File: src/rtl/uart_tx_arb_pkg.sv
// Shared types and constants for the UART transmit arbiter.
// Holds the sequencer state encoding and the default watchdog limit.
package uart_tx_arb_pkg;

  // Sequencer states. The 2-bit encoding is fixed so that the state can be
  // probed or logged by other blocks without any translation.
  typedef enum logic [1:0] {
    IDLE      = 2'd0,
    LAUNCH    = 2'd1,
    WAIT_DONE = 2'd2,
    GAP       = 2'd3
  } arb_state_e;

  // Default number of cycles to wait for tx_done before dropping a frame.
  localparam int DEFAULT_TIMEOUT_CYCLES = 4096;

endpackage

File: src/rtl/uart_tx_arb_rr_pick.sv
// Combinational round-robin selector.
// Searches upward from ptr_i, wrapping at N-1, and returns the first set
// request bit as both an index and a one-hot vector. It has no notion of
// UART framing, so the receive-side dispatcher can use it as well.
module rr_pick
  import uart_tx_arb_pkg::*;
#(
  parameter int N  = 4,
  parameter int IW = (N > 1) ? $clog2(N) : 1
) (
  input  logic [N-1:0]  req_i,
  input  logic [IW-1:0] ptr_i,
  output logic          any_o,
  output logic [IW-1:0] idx_o,
  output logic [N-1:0]  onehot_o
);

  // Adds an offset to the pointer and wraps with an explicit compare, so the
  // wrap stays correct when N is not a power of two.
  function automatic logic [IW-1:0] wrap_add(input logic [IW-1:0] p, input int k);
    int s;
    s = int'(p) + k;
    if (s >= N) s = s - N;
    return IW'(s);
  endfunction

  // Walk the candidates in priority order; the first valid one wins.
  always_comb begin
    any_o    = 1'b0;
    idx_o    = '0;
    onehot_o = '0;
    for (int k = 0; k < N; k++) begin
      if (!any_o && req_i[wrap_add(ptr_i, k)]) begin
        any_o                         = 1'b1;
        idx_o                         = wrap_add(ptr_i, k);
        onehot_o[wrap_add(ptr_i, k)]  = 1'b1;
      end
    end
  end

endmodule

File: src/rtl/uart_tx_arb.sv
// Round-robin arbiter and sequencer that shares one txd frame transmitter
// between NUM_REQ requesters. Each accepted frame is latched, launched with
// a one-cycle frame_en, tracked until a tx_done rising edge, and followed by
// GAP_CYCLES idle clocks before the next grant.
// Optional watchdog: define UART_TX_ARB_TIMEOUT_EN to abandon a frame whose
// tx_done edge does not arrive within TIMEOUT_CYCLES.
module uart_tx_arb
  import uart_tx_arb_pkg::*;
#(
  parameter int NUM_REQ        = 4,
  parameter int FRAME_WD       = 8,
  parameter int GAP_CYCLES     = 2,
  parameter int TIMEOUT_CYCLES = DEFAULT_TIMEOUT_CYCLES
) (
  input  logic                          clk,
  input  logic                          rst_n,
  input  logic [NUM_REQ-1:0]            req_valid,
  input  logic [NUM_REQ*FRAME_WD-1:0]   req_data,
  output logic [NUM_REQ-1:0]            req_ready,
  output logic                          frame_en,
  output logic [FRAME_WD-1:0]           data_frame,
  input  logic                          tx_done,
  output logic [$clog2(NUM_REQ)-1:0]    grant_id,
  output logic                          busy,
  output logic                          err_timeout
);

  localparam int IW = $clog2(NUM_REQ);
  localparam int GW = (GAP_CYCLES > 1) ? $clog2(GAP_CYCLES) : 1;
  localparam logic [GW-1:0] GAP_LOAD = (GAP_CYCLES > 0) ? GW'(GAP_CYCLES - 1) : '0;
  localparam logic [IW-1:0] LAST_IDX = IW'(NUM_REQ - 1);

  arb_state_e            state_q, state_d;
  logic [IW-1:0]         rr_ptr_q, rr_ptr_d;
  logic [IW-1:0]         grant_id_q, grant_id_d;
  logic [FRAME_WD-1:0]   data_frame_q, data_frame_d;
  logic [GW-1:0]         gap_cnt_q, gap_cnt_d;
  logic                  tx_done_q;
  logic                  tx_rise;
  logic                  wd_expire;
  logic [NUM_REQ-1:0]    ready_c;

  logic                  pick_any;
  logic [IW-1:0]         pick_idx;
  logic [NUM_REQ-1:0]    pick_onehot;

  rr_pick #(
    .N  (NUM_REQ),
    .IW (IW)
  ) u_pick (
    .req_i    (req_valid),
    .ptr_i    (rr_ptr_q),
    .any_o    (pick_any),
    .idx_o    (pick_idx),
    .onehot_o (pick_onehot)
  );

  assign tx_rise = tx_done & ~tx_done_q;

`ifdef UART_TX_ARB_TIMEOUT_EN
  localparam int WW = (TIMEOUT_CYCLES > 1) ? $clog2(TIMEOUT_CYCLES) : 1;
  localparam logic [WW-1:0] WD_LIMIT = WW'(TIMEOUT_CYCLES - 1);

  logic [WW-1:0] wd_cnt_q, wd_cnt_d;
  logic          err_timeout_q, err_timeout_d;

  assign wd_expire   = (state_q == WAIT_DONE) && (wd_cnt_q == WD_LIMIT);
  assign err_timeout = err_timeout_q;
`else
  assign wd_expire   = 1'b0;
  assign err_timeout = 1'b0;
`endif

  // Next-state logic: grant in IDLE, launch pulse, wait for completion, gap.
  always_comb begin
    state_d      = state_q;
    rr_ptr_d     = rr_ptr_q;
    grant_id_d   = grant_id_q;
    data_frame_d = data_frame_q;
    gap_cnt_d    = gap_cnt_q;
    ready_c      = '0;
    frame_en     = 1'b0;
`ifdef UART_TX_ARB_TIMEOUT_EN
    wd_cnt_d      = wd_cnt_q;
    err_timeout_d = 1'b0;
`endif
    case (state_q)
      IDLE: begin
        if (pick_any) begin
          ready_c      = pick_onehot;
          data_frame_d = req_data[pick_idx*FRAME_WD +: FRAME_WD];
          grant_id_d   = pick_idx;
          rr_ptr_d     = (pick_idx == LAST_IDX) ? '0 : pick_idx + IW'(1);
          state_d      = LAUNCH;
        end
      end
      LAUNCH: begin
        frame_en = 1'b1;
        state_d  = WAIT_DONE;
`ifdef UART_TX_ARB_TIMEOUT_EN
        wd_cnt_d = '0;
`endif
      end
      WAIT_DONE: begin
        if (tx_rise || wd_expire) begin
          if (GAP_CYCLES == 0) begin
            state_d = IDLE;
          end else begin
            state_d   = GAP;
            gap_cnt_d = GAP_LOAD;
          end
`ifdef UART_TX_ARB_TIMEOUT_EN
          err_timeout_d = !tx_rise;
`endif
        end else begin
`ifdef UART_TX_ARB_TIMEOUT_EN
          wd_cnt_d = wd_cnt_q + WW'(1);
`endif
        end
      end
      GAP: begin
        if (gap_cnt_q == '0) state_d = IDLE;
        else                 gap_cnt_d = gap_cnt_q - GW'(1);
      end
      default: state_d = IDLE;
    endcase
  end

  // State and datapath registers; reset aborts any frame in flight.
  always_ff @(posedge clk or negedge rst_n) begin
    if (!rst_n) begin
      state_q      <= IDLE;
      rr_ptr_q     <= '0;
      grant_id_q   <= '0;
      data_frame_q <= '0;
      gap_cnt_q    <= '0;
      tx_done_q    <= 1'b0;
`ifdef UART_TX_ARB_TIMEOUT_EN
      wd_cnt_q      <= '0;
      err_timeout_q <= 1'b0;
`endif
    end else begin
      state_q      <= state_d;
      rr_ptr_q     <= rr_ptr_d;
      grant_id_q   <= grant_id_d;
      data_frame_q <= data_frame_d;
      gap_cnt_q    <= gap_cnt_d;
      tx_done_q    <= tx_done;
`ifdef UART_TX_ARB_TIMEOUT_EN
      wd_cnt_q      <= wd_cnt_d;
      err_timeout_q <= err_timeout_d;
`endif
    end
  end

  // The accept pulse is held off while reset is asserted, even though the
  // state register already reads IDLE.
  assign req_ready  = ready_c & {NUM_REQ{rst_n}};
  assign data_frame = data_frame_q;
  assign grant_id   = grant_id_q;
  assign busy       = (state_q != IDLE);

endmodule

File: config.mk
export PLATFORM = sky130hd
export DESIGN_NAME = uart_tx_arb
export DESIGN_NICKNAME = d
export VERILOG_FILES = /design/src/rtl/uart_tx_arb_pkg.sv /design/src/rtl/uart_tx_arb_rr_pick.sv /design/src/rtl/uart_tx_arb.sv
export SDC_FILE = /design/constraint.sdc
export NUM_CORES = 1
export LEC_CHECK = 0
export ABC_AREA = 1
export ABC_CLOCK_PERIOD_IN_PS = 6900
export CAP_MARGIN = 20
export CELL_PAD_IN_SITES_DETAIL_PLACEMENT = 0
export CELL_PAD_IN_SITES_GLOBAL_PLACEMENT = 2
export CORE_MARGIN = 2
export CORE_UTILIZATION = 25
export DETAILED_ROUTE_END_ITERATION = 8
export PLACE_DENSITY = 0.91
export SLEW_MARGIN = 20
export SYNTH_ARGS = -nofsm -noshare
export SYNTH_HDL_FRONTEND = slang
export SYNTH_HIERARCHICAL = 1
export SYNTH_SLANG_ARGS = --single-unit
File: constraint.sdc
create_clock -name clk -period 6.9 [get_ports clk]
set_clock_uncertainty 0.2 [all_clocks]
set_input_delay 1.38 -clock clk [delete_from_list [all_inputs] [get_ports clk]]
set_output_delay 1.38 -clock clk [all_outputs]
set_load 0.03 [all_outputs]
==> results.md, run 1 <==
* RSZ-0062 raised after global routing: no
* Die area at slightly above 7000 sq um
* Finish-stage setup viols at 0
* Core Area at around 6300 sq um
* Via count at ~1600
* Initial Util at 0.258
* Setup TNS at 0 ps
* Mapped cell area at roughly 1600 sq um
* Clk pin slew, worst setup/hold paths at roughly 60 ps
* Yosys top cell by area: dfrtp_1
* Vias in the first global route at roughly 1600
* Slew Viols, Final at 0
* Fin. Hold Viols at 0
* Crit end category: primary output
* Max_cap viols at 0
* Die height at between 80 and 90 microns
* Yosys cell types at 26
* Type of the worst min-delay path: reg2reg
* Boundary pin count at 56
* Area delta synth->final at 37.1%
* Final ANT Viol Nets at 0
* Pwr dens at between 500 and 600 nW/um^2
* Status: finished, final reports clean
* Crit-path max FO at 13
* Yosys warning count at 6
* Critical Path RT at 5320 ps
* Vias per cell at about 4.2
* Ys async rst share at 1.00
* Max rail drop VDD at 0.195 mV
* Antenna Cells at 0
* WL per Instance at approximately 11 microns
* CTS buffer count at 3
* Clk Latency, worst-skew pair at 250 ps
* Sequential element share of the synthesized area at 0.244
* DR DRC count at 0
* Clock root buffer: clkbuf_8
* Layout Nets at approximately 360
* DP Cell Count at 380
* Type of origin of the critical path: primary input
* Post-route clock period utilization at 0.828
* Largest net degree at the start of global routing at 19
* Dpl hpwl at ~3.2 mm
* Die width at between 80 and 90 microns
* Post_cts resized at 0
* Port-buffer cells at 54
* Total GRT Usage at 0.118
* Most frequent cell after synthesis: nand2_1
* Syn Nets at about 310
* Clock buffer depth at 2
* CTS Hold Bufs at 0
* Max_slew headroom at 0.484
* CP arrival at between 4000 and 5000 ps
* Sink Count at 16
* Routability cong. at between 0.8 and 0.9
* Rows at 29
* Initial antenna violation count at 0
* Avg Inst Size Synth at 6.37 sq um
* WL final at 4.04 mm
* Crit path kind: in2out
* Initial DRT Pass Iterations at 4
* Fmax at 0.175 GHz
* Area share of the largest cell type after synthesis at 0.244
* Layout cells sized above 1 at 0.101
* Worst slew pin tran at about 770 ps
* Post-synthesis register bit count at 16
* GRT overflow at 0
* R2R Setup Slk at approximately 3700 ps
* CTS tree: built
* H-tree depth at 1
* EDFF count, synth at 0
* Layout Cells excl Fill at between 300 and 400
* Post-CTS setup buffers at 0
* Global-route wire length before repair at just over 7 mm
* Worst hold slack at between 200 and 300 ps
* 1st-iter DRT viols at 54
* Clock period minus worst slack at between 5000 and 6000 ps
* Ranking of synthesized cells by area: dfrtp_1 (24%), nand2_1 (20%), inv_1 (11%)
* Leak at 1.20 nW
* Top cells by count, synth: nand2_1 (86), inv_1 (50), nand3_1 (31)
* Final Util at 0.353
* Main synth FF type: dfrtp_1
* Syn Inst Count at 257
==> report_power, final <==
part           internal (mW)  leakage, nW  switching [mW]
Sequential             0.143        0.195          0.0423
Clock                 0.0506       0.0288          0.0314
Combinational          0.326        0.978           0.609
==> path summary, 6_finish.rpt <==
path,from,to,cells past startpoint
worst max-delay path,req_valid[3],req_ready[1],12
worst min-delay path,data_frame[2],data_frame[2],2
worst max register to register,rr_ptr_q[0],data_frame[0],14
worst min register to register,data_frame[2],data_frame[2],2
max in group asynchronous,rst_n,data_frame[6],1
min in group asynchronous,rst_n,rr_ptr_q[1],1
==> worst max-delay path: stages <==
cell and delay, ps:
clkdlybuf4s50_1 490, inv_1 50, nand2_1 80, nand3_2 150, nand2_2 150, nor2_4 80
nand4_1 100, nand2_1 280, inv_1 370, nand2_1 180, nor2_1 130, clkdlybuf4s50_1 680
==> area by class of cell <==
cell class / instances / area, sq um
Clock buffer: 4 / 55.1
Fill cell: 679 / 4110
Inverter: 53 / 206
Multi-Input combinational cell: 180 / 946
Sequential cell: 16 / 400
Tap cell: 77 / 96.3
Timing Repair Buffer: 54 / 541
==> sequential cells by signal, indices dropped and copies added, names as in the netlist <==
signal	count
tx_done_q	1
grant_id	2
rr_ptr_q	2
data_frame	8
gap_cnt_q	1
state_q	2
==> layout by cell type (no fill, tap or decap) <==
cell type / netlist / routed
a21oi_1: 7 / 7
nand4_1: 7 / 7
inv_2: 1 / 1
o21ai_0: 1 / 1
clkdlybuf4s50_1: 0 / 54
conb_1: 1 / 1
inv_4: 1 / 1
nand2_1: 86 / 86
a21boi_0: 4 / 4
nand3_2: 4 / 4
ha_1: 11 / 11
nand2_2: 17 / 17
inv_1: 50 / 50
nand3_1: 31 / 31
nor2_4: 1 / 1
clkbuf_8: 0 / 4
a22oi_1: 1 / 1
dfrtp_1: 16 / 16
inv_6: 1 / 1
o21ai_1: 1 / 1
nor2_1: 4 / 4
nor2_2: 1 / 1
or2_2: 1 / 1
o21a_1: 2 / 2
==> layer usage <==
layer  vias to the layer above  wire length, microns  GRT usage
met5                         -                     0          0
met4                         0                    31     0.0303
met3                         4                   206     0.0253
met2                        37                  1970      0.202
met1                       695                  1830      0.150
li1                        884                     -          -
==> through the flow <==
step	total power, mW	area, sq um	setup WS [ps]
2_1_floorplan	0.970	1640	2640
3_3_place_gp	1.15	2190	1220
3_5_place_dp	1.14	2190	1120
4_1_cts	1.23	2240	1120
5_1_grt	1.35	2240	793
6_report	1.20	2240	1190
==> kinds of logic (layout without fill, tap and decap cells) <==
kind of cell,count (synthesis),count (layout),share of synthesized area
DFF,16,16,0.244
AOI/OAI and AO/OA,16,16,0.0596
adders and majority gates,11,11,0.0840
other,1,1,0.00229
buffers and inverters,61,111,0.178
and+or+nand+nor,152,152,0.432
Note: power is estimated with default switching activity, not from simulation.
==> run 2: changes to the inputs <==
--- a/config.mk
+++ b/config.mk
@@ -6,14 +6,14 @@
 export NUM_CORES = 1
 export LEC_CHECK = 0
 export ABC_AREA = 1
-export ABC_CLOCK_PERIOD_IN_PS = 6900
+export ABC_CLOCK_PERIOD_IN_PS = 5900
 export CAP_MARGIN = 20
 export CELL_PAD_IN_SITES_DETAIL_PLACEMENT = 0
 export CELL_PAD_IN_SITES_GLOBAL_PLACEMENT = 2
 export CORE_MARGIN = 2
-export CORE_UTILIZATION = 25
+export CORE_UTILIZATION = 23
 export DETAILED_ROUTE_END_ITERATION = 8
-export PLACE_DENSITY = 0.91
+export PLACE_DENSITY = 0.85
 export SLEW_MARGIN = 20
 export SYNTH_ARGS = -nofsm -noshare
 export SYNTH_HDL_FRONTEND = slang
==> constraint.sdc (replaced) <==
create_clock -name clk -period 5.9 [get_ports clk]
set_clock_uncertainty 0.2 [all_clocks]
set_input_delay 1.18 -clock clk [delete_from_list [all_inputs] [get_ports clk]]
set_output_delay 1.18 -clock clk [all_outputs]
set_load 0.03 [all_outputs]
==> results.md, run 2 (synthesis gave the netlist of run 1 again) <==
* Via count at 1637 (was 1620)
* Max rail drop VDD at 0.212 mV (was 0.195 mV)
* Die height at 88.4 microns (was 84.9 microns)
* Worst slew pin tran at 789 ps (was 772 ps)
* Most frequent cells in the layout: nand2_1 (86), clkdlybuf4s50_1 (54), inv_1 (50), nand3_1 (31), nand2_2 (17) (unchanged)
* Clk Latency, worst-skew pair at 240 ps (was 250 ps)
* FF-to-FF path depth at 14 (unchanged)
* Crit-path max FO at 13 (unchanged)
* Type of origin of the critical path: primary input (unchanged)
* Most common cell after layout, fill and taps aside: nand2_1 (unchanged)
* Port-buffer cells at 54 (unchanged)
* Worst Hold Path Cells at 2 (unchanged)
* CP arrival at 3950 ps (was 4130 ps)
* Area delta synth->final at 38.1% (was 37.1%)
* Post_cts resized at 0 (unchanged)
* Max_slew headroom at 0.472 (was 0.484)
* Finish-stage setup viols at 0 (unchanged)
* Clock period minus worst slack at 5330 ps
* Routability cong. at 0.742 (was 0.802)
* Initial DRT Pass Iterations at 4 (unchanged)
* Pre-CTS WS at 552 ps (was 1120 ps)
* CTS tree: built (unchanged)
* Post-CTS setup buffers at 0 (unchanged)
* Clock buffer depth at 2 (unchanged)
* Final ANT Viol Nets at 0 (unchanged)
* Initial antenna violation count at 0 (unchanged)
* Type of the worst min-delay path: reg2reg (unchanged)
* Boundary pin count at 56 (unchanged)
* Top Usage Layer GRT: met2 (unchanged)
* H-tree depth at 1 (unchanged)
* Clk pin slew, worst setup/hold paths at 60 ps (about the same)
* Max_cap viols at 0 (unchanged)
* Initial Util at 0.240 (was 0.258)
* Largest net degree at the start of global routing at 19 (unchanged)
* Fmax at about 0.19 GHz
* Final worst slack at 573 ps (was 1190 ps)
* Sink Count at 16 (unchanged)
* Antenna Cells at 0 (unchanged)
* Total GRT Usage at 0.118 (about the same)
* Final Util at 0.331 (was 0.353)
* Dpl hpwl at 3.35 mm (was 3.23 mm)
* Setup TNS at 0 ps (unchanged)
* 1st-iter DRT viols at 59 (was 54)
* Core Area at 6830 sq um (was 6350 sq um)
* Layout Nets at 359 (was 358)
* Leak at 1.20 nW (about the same)
* Clock root buffer: clkbuf_8 (unchanged)
* Global-route wire length before repair at 7.37 mm (was 7.11 mm)
* WL final at 4.14 mm (was 4.04 mm)
* Status: finished, final reports clean (unchanged)
* Grt met3 use at 0.0326 (was 0.0253)
* Met1 GRT Util at 0.150 (about the same)
* Slew Viols, Final at 0 (unchanged)
* Number of flip-flops in the largest register at 8 (unchanged)
* Worst hold slack at 288 ps (was 292 ps)
* CTS buffer count at 3 (unchanged)
* Rows at 30 (was 29)
* Die area at 7810 sq um (was 7210 sq um)
* Die width at 88.4 microns (was 84.9 microns)
* Critical Path RT at 4520 ps (was 5320 ps)
* Fin. Hold Viols at 0 (unchanged)
* CTS Hold Bufs at 0 (unchanged)
* Pwr dens at 619 nW/um^2 (was 535 nW/um^2)
* WL per Instance at 10.3 microns (was 10.5 microns)
* Post-route clock period utilization at 0.903
* Crit path kind: in2out (unchanged)
* Layout cells sized above 1 at 0.101 (unchanged)
* GRT overflow at 0 (unchanged)
* RSZ-0062 raised after global routing: no (unchanged)
* Vias in the first global route at 1637 (was 1604)
* Met2 Use GR at 0.206 (was 0.202)
* Vias per cell at 4.06 (was 4.22)
* Crit end category: primary output (unchanged)
* DR DRC count at 0 (unchanged)
run 2: cell count changes in the layout (fill, tap and decap cells not counted):
cell      change
buf_4         +1
clkbuf_8      -1
run 2: path summary, 6_finish.rpt:
kind                                 endpoint  slack, ps          start
worst min-delay path            data_frame[3]        290  data_frame[3]
min in group asynchronous           tx_done_q       1050          rst_n
max in group asynchronous          state_q[0]       4260          rst_n
worst min register to register  data_frame[3]        290  data_frame[3]
worst max register to register  data_frame[4]       2590    rr_ptr_q[0]
worst max-delay path             req_ready[0]        570   req_valid[3]
run 2: routing by layer:
| metal | share of wire | routed length, microns |
|---|---|---|
| met4 | 0 | 0 |
| met3 | 0.064 | 267 |
| met5 | 0 | 0 |
| met1 | 0.46 | 1900 |
| met2 | 0.48 | 1980 |
run 2: report_power, final:
group	internal (mW)	switching [mW]
Clock	0.0451	0.0332
Combinational	0.382	0.723
Sequential	0.167	0.0504
run 2: layout make-up:
type	count	area (sq um)
fill	742	4570
multi-input combinational	180	946
timing repair buffer	55	548
sequential	16	400
inverter	53	206
tap	96	120
clock buffer	3	41.3
run 2: through the flow:
| step | std cells | power (mW) | instance area [sq um] |
|---|---|---|---|
| after CTS | 403 | 1.44 | 2260 |
| final | 403 | 1.40 | 2260 |
| after global routing | 403 | 1.59 | 2260 |
| after global placement | 400 | 1.36 | 2220 |
| after floorplan | 257 | 1.13 | 1640 |
| after detailed placement | 400 | 1.35 | 2220 |
run 2: critical path, stage by stage:
cell             delay [ps]
clkdlybuf4s50_1         490
inv_1                    40
nand2_1                  80
nand3_2                 160
nand2_2                 150
nor2_4                   80
nand4_1                 110
nand2_1                 270
inv_1                   390
nand2_1                 190
nor2_1                  130
clkdlybuf4s50_1         670
